$ cat config.mk
export PLATFORM = sky130hd
export DESIGN_NAME = queue_frame_reader
export DESIGN_NICKNAME = d
export VERILOG_FILES = /design/src/rtl/qfr_pkg.sv /design/src/rtl/qfr_out_stage.sv /design/src/rtl/queue_frame_reader.sv
export SDC_FILE = /design/constraint.sdc
export NUM_CORES = 1
export LEC_CHECK = 0
export ABC_CLOCK_PERIOD_IN_PS = 2400
export CAP_MARGIN = 30
export CORE_ASPECT_RATIO = 0.7
export CORE_MARGIN = 2
export CORE_UTILIZATION = 45
export DETAILED_ROUTE_END_ITERATION = 10
export PLACE_DENSITY = 0.84
export SETUP_SLACK_MARGIN = 0.1
export SLEW_MARGIN = 30
export SYNTH_ARGS = -nofsm -noshare
export SYNTH_HDL_FRONTEND = slang
export SYNTH_SLANG_ARGS = --single-unit
$ cat constraint.sdc
create_clock -name clk -period 2.4 [get_ports clk]
set_input_delay 0.48 -clock clk [delete_from_list [all_inputs] [get_ports clk]]
set_output_delay 0.48 -clock clk [all_outputs]
set_load 0.005 [all_outputs]
$ cat src/rtl/qfr_pkg.sv
`default_nettype none
// ============================================================================
// Module   : qfr_pkg
// Purpose  : Shared types and constants for the queue frame reader. The
//            DEF_* constants are also used by the queue controller's bench.
// Contents : qfr_state_t  - reader FSM states
//            LEN_W        - width of the length header / remaining counter
//            DEF_DATA_W   - default queue/stream data width
//            DEF_MAX_LEN  - default largest accepted payload length
// Config   : none (QFR_STATS_EN is consumed by queue_frame_reader)
// Revision : 1.0 - initial release
// ============================================================================
package qfr_pkg;

  localparam int LEN_W       = 8;
  localparam int DEF_DATA_W  = 8;
  localparam int DEF_MAX_LEN = 64;

  typedef enum logic [1:0] {
    S_HDR  = 2'd0,
    S_PAY  = 2'd1,
    S_DROP = 2'd2
  } qfr_state_t;

endpackage : qfr_pkg
`default_nettype wire

$ cat src/rtl/qfr_out_stage.sv
`default_nettype none
// ============================================================================
// Module   : qfr_out_stage
// Purpose  : One-entry valid/ready output register for data + last flag.
//            A load always wins; an accept without a load empties the entry.
//            Loading while the entry is being accepted gives full throughput.
// Ports    : clk, rst       - clock, synchronous active-high reset
//            i_load         - capture i_data/i_last this edge
//            i_data, i_last - byte and end-of-frame flag to capture
//            i_ready        - downstream accept
//            o_data, o_valid, o_last - registered stream outputs
// Config   : none
// Revision : 1.0 - initial release
// ============================================================================
module qfr_out_stage #(
  parameter int DATA_W = 8
) (
  input  logic              clk,
  input  logic              rst,
  input  logic              i_load,
  input  logic [DATA_W-1:0] i_data,
  input  logic              i_last,
  input  logic              i_ready,
  output logic [DATA_W-1:0] o_data,
  output logic              o_valid,
  output logic              o_last
);

  logic [DATA_W-1:0] r_data;
  logic              r_valid;
  logic              r_last;

  always_ff @(posedge clk) begin
    if (rst) begin
      r_data  <= '0;
      r_valid <= 1'b0;
      r_last  <= 1'b0;
    end else if (i_load) begin
      r_data  <= i_data;
      r_valid <= 1'b1;
      r_last  <= i_last;
    end else if (r_valid && i_ready) begin
      // data is left as-is; only the qualifiers drop
      r_valid <= 1'b0;
      r_last  <= 1'b0;
    end
  end

  assign o_data  = r_data;
  assign o_valid = r_valid;
  assign o_last  = r_last;

endmodule : qfr_out_stage
`default_nettype wire

$ cat src/rtl/queue_frame_reader.sv
`default_nettype none
// ============================================================================
// Module   : queue_frame_reader
// Purpose  : Pops length-prefixed frames (1 header byte = N, then N payload
//            bytes) from a show-ahead byte queue and presents the payload on a
//            registered valid/ready stream with an end-of-frame marker.
//            Oversize frames are drained and flagged with len_err; zero-length
//            frames are silently dropped.
// Ports    : clk, rst          - clock, synchronous active-high reset
//            q_data, q_empty   - queue head word / empty flag (show-ahead)
//            q_deq             - combinational pop request
//            m_data, m_valid, m_last, m_ready - output stream
//            len_err           - 1-cycle pulse on an oversize header
//            busy              - FSM is not waiting for a header
//            frame_cnt, drop_cnt - statistics (QFR_STATS_EN only)
// Config   : `define QFR_STATS_EN adds the frame_cnt/drop_cnt counters.
// Revision : 1.0 - initial release
// ============================================================================
module queue_frame_reader
  import qfr_pkg::*;
#(
  parameter int DATA_W  = DEF_DATA_W,
  parameter int MAX_LEN = DEF_MAX_LEN
) (
  input  logic              clk,
  input  logic              rst,
  input  logic [DATA_W-1:0] q_data,
  input  logic              q_empty,
  output logic              q_deq,
  output logic [DATA_W-1:0] m_data,
  output logic              m_valid,
  input  logic              m_ready,
  output logic              m_last,
  output logic              len_err,
  output logic              busy
`ifdef QFR_STATS_EN
  ,
  output logic [15:0]       frame_cnt,
  output logic [15:0]       drop_cnt
`endif
);

  localparam logic [LEN_W-1:0] c_max_len = LEN_W'(MAX_LEN);
  localparam logic [LEN_W-1:0] c_one     = LEN_W'(1);

  qfr_state_t       r_state;
  qfr_state_t       w_state_nxt;
  logic [LEN_W-1:0] r_remaining;
  logic [LEN_W-1:0] w_remaining_nxt;
  logic             r_len_err;
  logic             w_len_err_nxt;
  logic [LEN_W-1:0] w_len;
  logic             w_rem_is_one;
  logic             w_pop;
  logic             w_load;
  logic             w_load_last;
  logic             w_drop_hdr;

  // --------------------------------------------------------------------------
  // Next-state / pop decision
  // --------------------------------------------------------------------------
  always_comb begin
    w_state_nxt     = r_state;
    w_remaining_nxt = r_remaining;
    w_len_err_nxt   = 1'b0;
    w_pop           = 1'b0;
    w_load          = 1'b0;
    w_load_last     = 1'b0;
    w_drop_hdr      = 1'b0;
    w_len           = q_data[LEN_W-1:0];
    w_rem_is_one    = (r_remaining == c_one);

    case (r_state)
      S_HDR: begin
        w_pop = !q_empty;
        if (w_pop) begin
          if (w_len == '0) begin
            w_drop_hdr = 1'b1;
          end else if (w_len > c_max_len) begin
            w_remaining_nxt = w_len;
            w_len_err_nxt   = 1'b1;
            w_drop_hdr      = 1'b1;
            w_state_nxt     = S_DROP;
          end else begin
            w_remaining_nxt = w_len;
            w_state_nxt     = S_PAY;
          end
        end
      end

      S_PAY: begin
        // Pop only when the output register is free or being emptied now.
        w_pop = !q_empty && (!m_valid || m_ready);
        if (w_pop) begin
          w_load          = 1'b1;
          w_load_last     = w_rem_is_one;
          w_remaining_nxt = r_remaining - c_one;
          if (w_rem_is_one) begin
            w_state_nxt = S_HDR;
          end
        end
      end

      S_DROP: begin
        w_pop = !q_empty;
        if (w_pop) begin
          w_remaining_nxt = r_remaining - c_one;
          if (w_rem_is_one) begin
            w_state_nxt = S_HDR;
          end
        end
      end

      default: begin
        w_state_nxt = S_HDR;
      end
    endcase

    // The queue shares rst, so nothing may be popped during reset.
    if (rst) begin
      w_pop      = 1'b0;
      w_load     = 1'b0;
      w_drop_hdr = 1'b0;
    end
  end

  // --------------------------------------------------------------------------
  // State registers
  // --------------------------------------------------------------------------
  always_ff @(posedge clk) begin
    if (rst) begin
      r_state     <= S_HDR;
      r_remaining <= '0;
      r_len_err   <= 1'b0;
    end else begin
      r_state     <= w_state_nxt;
      r_remaining <= w_remaining_nxt;
      r_len_err   <= w_len_err_nxt;
    end
  end

  // --------------------------------------------------------------------------
  // Output register
  // --------------------------------------------------------------------------
  qfr_out_stage #(
    .DATA_W (DATA_W)
  ) u_out_stage (
    .clk     (clk),
    .rst     (rst),
    .i_load  (w_load),
    .i_data  (q_data),
    .i_last  (w_load_last),
    .i_ready (m_ready),
    .o_data  (m_data),
    .o_valid (m_valid),
    .o_last  (m_last)
  );

  assign q_deq   = w_pop;
  assign len_err = r_len_err;
  assign busy    = (r_state != S_HDR);

`ifdef QFR_STATS_EN
  // --------------------------------------------------------------------------
  // Statistics counters (wrap at 16 bits)
  // --------------------------------------------------------------------------
  logic [15:0] r_frame_cnt;
  logic [15:0] r_drop_cnt;

  always_ff @(posedge clk) begin
    if (rst) begin
      r_frame_cnt <= '0;
      r_drop_cnt  <= '0;
    end else begin
      if (m_valid && m_ready && m_last) begin
        r_frame_cnt <= r_frame_cnt + 16'd1;
      end
      if (w_drop_hdr) begin
        r_drop_cnt <= r_drop_cnt + 16'd1;
      end
    end
  end

  assign frame_cnt = r_frame_cnt;
  assign drop_cnt  = r_drop_cnt;
`endif

endmodule : queue_frame_reader
`default_nettype wire

==> results.md <==
- The flow ran to the end, and the final reports show no timing, DRC or antenna violations.
- The final number of hold-violating endpoints is 0.
- Overall power consumption after layout is estimated at 1.397 mW.
- After detailed routing, the total wire length is 3206 um.
- The total of hold buffers inserted after clock tree synthesis is 0.
- The die covers 3072 sq um.
- The wire length of the first global-routing pass is 5375 um.
- The fraction of synthesis flops using an asynchronous set or reset pin is 0.
- The die extent in x is 65.40 um.
- The number of primary I/O pins is 25.
- The count of state elements after synthesis is 21.
- The time the worst path needs with I/O delays and setup is 2182 ps.
- The finished cells cover 1543 sq um.
- The clock root buffer is clkbuf_8.
- The post-route non-filler standard cell count is 209.
- The kind of capture point of the worst setup path is a primary output.
- STA puts the critical path data required time at 1920 ps.
- The worst reg2reg path startpoint is r_state[0]$_SDFFE_PP0P_.
- In this run, synthesis inferred 0 flip-flops with an integrated enable.
- After global routing the overflow that remains totals 0.
- Data arrives at the worst endpoint at 1700 ps.
- Entering global routing, the biggest net connects 24 pins.
- The congestion estimate from routability-driven global placement came to 0.8911.
- STA classifies the critical path startpoint as a primary input.
- In this run the cell area of the synthesized design comes to 1187 sq um.
- The clock tree buffer depth is 2.
- Counting cells, the worst reg-to-reg path comes to 6.
- The total routing usage reported by global routing is 0.2343.
- Across the run, the number of max-cap violations was 0.
- Yosys mapped the design onto 38 distinct sky130hd cell types.
- A synthesized cell averages 7.969 sq um.
- Of the post-synthesis cell area, the dominant cell type holds 0.3541.
- The number of nets handed over by synthesis was 167.
- The peak fanout along the critical path is 3.
- The endpoint identified for the worst register-to-register timing path is r_remaining[5]$_SDFFE_PP0P_.
- The final clock skew is 3.896 ps.
- In the final layout, the share of cells above drive strength 1 is 0.09143.
- Yosys attributes the largest share of cell area to dfxtp_1 (35%), a21oi_1 (8.4%), ha_1 (6.3%).
- For this configuration, the core starts out at a cell density of 0.4793.
- The worst hold slack is 459.8 ps.
- Counting instances in the post-synthesis netlist gives the leading cell types as dfxtp_1 (21), a21oi_1 (20), nand2_1 (18).
- The worst-margin pin slew is 571.2 ps.
- The floorplan core area is 2477 sq um.
- Following the worst setup path forward leads to its endpoint at q_deq.
- The area growth from synthesis to layout is 29.93%.
- The clock transition time at the flip-flop clock pins of the worst setup and hold paths is 80 ps.
- The die is 46.98 um tall.
- Static timing analysis puts the maximum clock frequency at 0.4583 GHz.
- The worst setup slack for register-to-register paths is 300 ps.
- In this run the most critical hold path is launched from u_out_stage.o_data[1]$_SDFFE_PP0P_.
- TritonCTS built the clock tree.
- The standby leakage power is 0.5823 nW.
- For the final routed database, the setup TNS stands at 0 ps.
- Setup violations remaining at the end of the flow were counted as 0.
- The path class of the tightest hold or removal check is reg -> reg.
- Setup repair after global routing left no endpoint under its margin.
- Dividing the detail-routed wire length by the instance count gives 15.34 um.
- Once placement completed, the tool counted placed cells totaling 205.
- The number of buffers added by the clock tree synthesis step is 3.
- The post-detailed-route DRC marker count is 0.
- In this run the number of H-tree levels came out at 1.
- The count of vias placed by the detailed router is 1,221.
- In the finished design, the share of the clock period the worst path needs comes to 0.9091.
- In this run the power density over the cells is 905.8 nW/um^2.
- The number of slew-limit violations in the final report is 0.
- The initial antenna violation count was 0.
- The primary flip-flop cell chosen by synthesis mapping is dfxtp_1.
- The count of mapped cells out of synthesis is 149.
- The first TritonRoute pass finished after 4 iterations.
- The maximum resistive drop on vdd is 0.5428 mV.
- Summing all placed instances gives a cell area of 1486 sq um.
- The number of nets in the final layout is 194.
- The critical path in this run is classified as in -> out.
- During synthesis, Yosys emitted a total of 0 warnings.
- The largest total area in the synthesized netlist belongs to dfxtp_1.
- The number of placement rows is 15.
- The clock latency at the later pin of the worst-skew pair is 260 ps.
- dfxtp_1 is the most common cell in the netlist.
- In this run the remaining antenna-violating nets after routing total 0.
- Once detailed placement completed, the half-perimeter wirelength came to 2350 um.
- The average vias per placed instance is 5.842.
- The number of diodes added for antenna fixing is 0.
- Headroom to the max-slew limit came out at 0.6192.
- The critical path starts at m_ready.
- Port buffering added 24 buffers.
- The clock sink total is 21.
- After the first detailed-routing iteration, the DRC count stood at 80.
- The share of the Yosys chip area taken by registers is 0.3541.
- The via count of the first global-routing pass is 1,152.
[stage by stage]
stage	worst slack [ps]	util
2_1_floorplan	432.1	-
3_3_place_gp	6.823	0.6000
3_5_place_dp	-87.09	0.6000
4_1_cts	182.2	0.6182
5_1_grt	109.8	0.6227
6_report	218.1	0.6227
[worst max-delay path, stage by stage]
cell and delay, ps:
clkdlybuf4s50_1 490, nand2b_1 160, nand3b_1 110, a211oi_1 200
dlygate4sd2_1 260
[sequential cells by signal, indices dropped and copies added (netlist names)]
| register | count |
|---|---|
| u_out_stage.o_last | 1 |
| r_state | 2 |
| u_out_stage.o_data | 8 |
| u_out_stage.o_valid | 1 |
| r_remaining | 8 |
| len_err | 1 |
[routing by layer]
| layer | vias to the layer above | GRT usage | wire, um |
|---|---|---|---|
| li1 | 589 | - | - |
| met1 | 576 | 0.2956 | 1414 |
| met2 | 48 | 0.4020 | 1528 |
| met3 | 8 | 0.05516 | 204 |
| met4 | 0 | 0.09167 | 59 |
| met5 | - | 0 | 0 |
[cells in the final DEF, fill, tap and decap left out, types with 3 or more instances in the layout]
master and n:
a21oi_1 20, clkbuf_8 3, nor2b_1 3, a21boi_0 3, o31ai_1 7, nand3_1 7
inv_1 8, clkdlybuf4s50_1 23, nand2_1 18, dfxtp_1 21, ha_1 6, nor2_1 8
buf_4 7, nand2b_1 5
[logic make-up after synthesis]
family | Yosys count | share of synthesized area
flops | 21 | 0.3541
fa+ha+maj | 6 | 0.06322
buf+inv | 17 | 0.05585
compound gates | 45 | 0.2497
simple gates | 57 | 0.2508
mux | 3 | 0.02634
[power breakdown]
group	internal, mW	leakage, nW	total [mW]	switching, mW
combinational	0.313	0.385	0.660	0.347
sequential	0.416	0.171	0.506	0.0892
clock	0.116	0.0255	0.232	0.116
[area by class of cell]
cell class	instances	area, sq um
clock buffer	3	41.29
tap	34	42.54
inverter	8	30.03
multi-input combinational	111	711.9
sequential	21	420.4
timing repair buffer	31	291.5
fill	217	934.6
clock inverter	1	5.005
[worst min path at each step]
stage | to | slack, ps | cells past startpoint
3_3_place_gp | u_out_stage.o_data[4]$_SDFFE_PP0P_ | 440 | 2
3_5_place_dp | u_out_stage.o_data[2]$_SDFFE_PP0P_ | 450 | 2
4_1_cts | u_out_stage.o_data[2]$_SDFFE_PP0P_ | 460 | 2
6_report | u_out_stage.o_data[1]$_SDFFE_PP0P_ | 460 | 2
5_1_grt | u_out_stage.o_data[2]$_SDFFE_PP0P_ | 480 | 2
2_1_floorplan | r_remaining[7]$_SDFFE_PP0P_ | 450 | 2
[what timing repair did]
action / CTS / global route
endpoints found under the setup margin: 1 / 2
buffers inserted: 0 / 0
gates resized for setup: 1 / 2
Power figures use the tool's default switching activity.
